$ cat src/rtl/stream_demux_1x2.sv
// rtl/stream_demux_1x2.sv - 1-to-2 stream demultiplexer steering each word into one of two output FIFOs
module stream_demux_1x2 #(
    parameter  int WIDTH = 32,
    parameter  int DEPTH = 2,
    localparam int CW    = $clog2(DEPTH) + 1
) (
    input  logic             Clk,
    input  logic             Reset,
    input  logic [WIDTH-1:0] in_data,
    input  logic             in_sel,
    input  logic             in_valid,
    output logic             in_ready,
    output logic [WIDTH-1:0] outA_data,
    output logic             outA_valid,
    input  logic             outA_ready,
    output logic [WIDTH-1:0] outB_data,
    output logic             outB_valid,
    input  logic             outB_ready,
    output logic [CW-1:0]    countA,
    output logic [CW-1:0]    countB
);
    localparam int PW = (DEPTH > 1) ? $clog2(DEPTH) : 1;

    // Index 0 is FIFO A, index 1 is FIFO B.
    logic [WIDTH-1:0] r_mem [2][DEPTH];
    logic [PW-1:0]    r_wr  [2];
    logic [PW-1:0]    r_rd  [2];
    logic [CW-1:0]    r_cnt [2];

    logic [1:0] w_sel_onehot;
    logic [1:0] w_full;
    logic [1:0] w_valid;
    logic [1:0] w_push;
    logic [1:0] w_pop;
    logic [1:0] w_out_ready;

    always_comb begin
        w_sel_onehot = in_sel ? 2'b10 : 2'b01;
        w_out_ready  = {outB_ready, outA_ready};
        for (int i = 0; i < 2; i++) begin
            w_full[i]  = (r_cnt[i] == CW'(DEPTH));
            w_valid[i] = (r_cnt[i] != '0);
        end
        // Readiness depends only on occupancy, so a same-cycle pop never frees a full FIFO.
        in_ready = ~|(w_full & w_sel_onehot);
        w_push   = {2{in_valid & in_ready}} & w_sel_onehot;
        w_pop    = w_valid & w_out_ready;
    end

    always_ff @(posedge Clk or posedge Reset) begin
        if (Reset) begin
            for (int i = 0; i < 2; i++) begin
                r_wr[i]  <= '0;
                r_rd[i]  <= '0;
                r_cnt[i] <= '0;
            end
        end else begin
            for (int i = 0; i < 2; i++) begin
                if (w_push[i])
                    r_wr[i] <= r_wr[i] + PW'(1);
                if (w_pop[i])
                    r_rd[i] <= r_rd[i] + PW'(1);
                if (w_push[i] && !w_pop[i])
                    r_cnt[i] <= r_cnt[i] + CW'(1);
                else if (w_pop[i] && !w_push[i])
                    r_cnt[i] <= r_cnt[i] - CW'(1);
            end
        end
    end

    // Storage needs no reset: data outputs are masked to zero while a FIFO is empty.
    always_ff @(posedge Clk) begin
        for (int i = 0; i < 2; i++) begin
            if (w_push[i])
                r_mem[i][r_wr[i]] <= in_data;
        end
    end

    assign outA_valid = w_valid[0];
    assign outB_valid = w_valid[1];
    assign outA_data  = w_valid[0] ? r_mem[0][r_rd[0]] : '0;
    assign outB_data  = w_valid[1] ? r_mem[1][r_rd[1]] : '0;
    assign countA     = r_cnt[0];
    assign countB     = r_cnt[1];

endmodule

$ cat config.mk
export PLATFORM = sky130hd
export DESIGN_NAME = stream_demux_1x2
export DESIGN_NICKNAME = d
export VERILOG_FILES = /design/src/rtl/stream_demux_1x2.sv
export SDC_FILE = /design/constraint.sdc
export NUM_CORES = 1
export LEC_CHECK = 0
export ABC_AREA = 1
export CORE_MARGIN = 2
export CORE_UTILIZATION = 35
export DETAILED_ROUTE_END_ITERATION = 10
export SETUP_SLACK_MARGIN = 0.02
export SYNTH_ARGS = -nofsm -noshare
export SYNTH_HDL_FRONTEND = slang
export SYNTH_SLANG_ARGS = --single-unit
$ cat constraint.sdc
create_clock -name Clk -period 2.55 [get_ports Clk]
set_clock_uncertainty 0.05 [all_clocks]
set_input_delay 0.3825 -clock Clk [delete_from_list [all_inputs] [get_ports Clk]]
set_output_delay 0.3825 -clock Clk [all_outputs]
set_load 0.03 [all_outputs]
==> impl_metrics.ini <==
[timing]
setup_violations = 0
rsz0062_at_grt = no
max_freq_mhz = 409
slew_headroom = 0.763
finalHoldViolCount = 0
period_share = 0.960
whs_ns = 0.180
finalMaxSlewViolations = 0
worst_pin_slew_ns = 0.355
period_needed_ns = 2.45

[power]
share_comb_of_total_power = 0.450
p_leak_nw = 3.07
peakVddDrop_v = 0.000568
clkPwrFrac = 0.245
p_seq_frac = 0.306
switching_share = 0.400
p_int_mw = 5.80
power_switching_mw = 3.87
power_density_nw_per_um2 = 1330

[clock_tree]
clk_pin_slew_ns = 0.05
clk_path_buf_depth = 2
root_buffer = clkbuf_16
clkSinkCount = 136
clkLatencyLatePin_ns = 0.42
cts_tree = done
cts_buffers = 17
h-tree-depth = 4

[setup_path]
cp-endpoint = outA_data[12]
crit_required_ns = 2.12
r2r_start = countA[1]$_DFFE_PP0P_
critPathLaunchType = flop
crit_type = flop to primary output
cp-end-kind = primary output
worstRegToRegCells = 7
r2r_slack_ns = 0.66
setup.worst_path.start = countA[1]$_DFFE_PP0P_
r2r-end = countA[1]$_DFFE_PP0P_
arrival_ns = 2.01
crit_fanout = 8

[global_routing]
antenna_found_initial = 0
overflow = 0
grtUsageTotal = 0.163
grt_pass1_wl_um = 19200
grt_max_degree = 33
grt_pass1_vias = 3484

[synth]
yosysWarnings = 0
syn_inst = 394
synth_top_area_share = 0.740
syn_area_per_cell_um2 = 13.2
synth-seq-cells = 136
syn_nets = 434
synth_area_leaders = edfxtp_1 (74%), nand2_1 (9.9%), a21oi_1 (6.4%)
yosys.area.top_type = edfxtp_1
synth_cell_types = 16
synth_area_um2 = 5190
synth-seq-area-share = 0.779

[status]
status = finished clean

[die]
die_area_um2 = 15800
rows = 44
die_y_um = 126
num_io_pins = 109
start_util = 0.357
dieWidth_um = 126
core-area_um2 = 14500

[cells_and_area]
final_common_cell = nand2_1
layout_common_cells = nand2_1 (137), edfxtp_1 (128), a21oi_1 (66), clkdlybuf4s50_1 (46), dlymetal6s2s_1 (31)
drive_gt1_frac = 0.112
fin_cells = 722
area_delta_synth_final_pct = 40.1
n_antenna_cell = 0
final_nets = 565

[place]
dp_cells = 685
io_buffers = 108
hpwl_um = 7690
gp_congestion = 0.760

[drt]
drtIter0Drc = 204
wl_um = 12600
viasPerCell = 4.78
remaining_drc_errors = 0
vias = 3453
postRouteAntennaNets = 0
firstDrtPassIters = 4
wl_per_cell_um = 17.5

[job]
drv_cap = 0

[hold_path]
hp-class = input pin to asynchronous set/reset pin
## metal layers
layer / global-route usage / vias up / part of all wire
met1: 0.203 / 1699 / 0.42
met5: 0 / - / 0
met3: 0.0425 / 14 / 0.055
met2: 0.272 / 111 / 0.51
li1: - / 1629 / -
met4: 0.0640 / 0 / 0.013
## power by group through the flow
stage               registers, mW  logic, mW  clock network, mW
floorplan                    3.01       2.52                  0
global placement             2.96       4.44                  0
detailed placement           2.97       4.47                  0
CTS                          2.95       4.47               2.42
global route                 2.98       4.67               2.50
finish                       2.95       4.35               2.36
## state kept, by name, indices dropped and copies added (netlist names)
signal	flops
r_mem	128
countA	2
countB	2
r_rd	2
r_wr	2
## logic make-up (layout without fill, tap and decap cells)
kind of cell / Yosys count / in the layout / share of synthesized area
AO/OA/AOI/OAI: 68 / 68 / 0.0670
XOR/XNOR: 7 / 7 / 0.0118
adder cells (fa/ha/maj): 2 / 2 / 0.00482
buffers and inverters: 35 / 178 / 0.0301
flip-flops: 136 / 136 / 0.779
AND/OR/NAND/NOR: 146 / 147 / 0.108
## synth_stat cells
library cell	instances
nand3_1	1
nand2_1	137
o211ai_2	1
ha_1	2
a21oi_1	66
nor2_2	2
xnor2_1	3
buf_2	20
dfrtp_1	8
or2_0	2
inv_2	5
inv_1	10
nor2_1	4
o21ai_0	1
edfxtp_1	128
xor2_1	4
## worst min path at each step
stage,start,end,slack (ns)
after global routing,Reset,countA[1]$_DFFE_PP0P_,0.22
after CTS,Reset,countA[1]$_DFFE_PP0P_,0.17
after floorplan,Reset,countA[0]$_DFFE_PP0P_,0.15
after global placement,r_wr[1]$_DFFE_PP0P_,r_wr[1]$_DFFE_PP0P_,0.41
after detailed placement,r_wr[1]$_DFFE_PP0P_,r_wr[1]$_DFFE_PP0P_,0.43
final,Reset,countA[1]$_DFFE_PP0P_,0.18
## critical path, cell delays in order, from the launching register on
cell	delay (ns)
dfrtp_1	0.53
nor2_4	0.10
buf_12	0.15
a21oi_1	0.12
clkdlybuf4s50_1	0.68
## what timing repair did
action | CTS | global route
pin swaps | 2 | 0
cloned | 1 | 0
setup endpoints to repair | 61 | 32
gates resized for setup | 30 | 32
hold buffers | 0 | 0
buffers inserted | 4 | 0
## final cells by class
type                    count  area [um^2]
fillers                  1317         7260
inverters                  15         56.3
well taps                 184          230
clock buffers              19          433
flip-flops and latches    136         4050
clock inverters            13          135
repair buffers            131         1340
multi-input cells         224         1040
## stage by stage
stage               power (mW)  cell area, um^2  setup TNS, ns  setup WS [ns]  utilization
detailed placement        7.44             6590              0          0.197        0.453
finish                    9.66             7280              0          0.103        0.501
global route              10.1             7280              0         0.0264        0.501
CTS                       9.84             7200              0       0.000136        0.495
floorplan                 5.53             5200          -8.95         -0.140            -
global placement          7.40             6590              0          0.236        0.453
(Power assumes the default switching activity.)
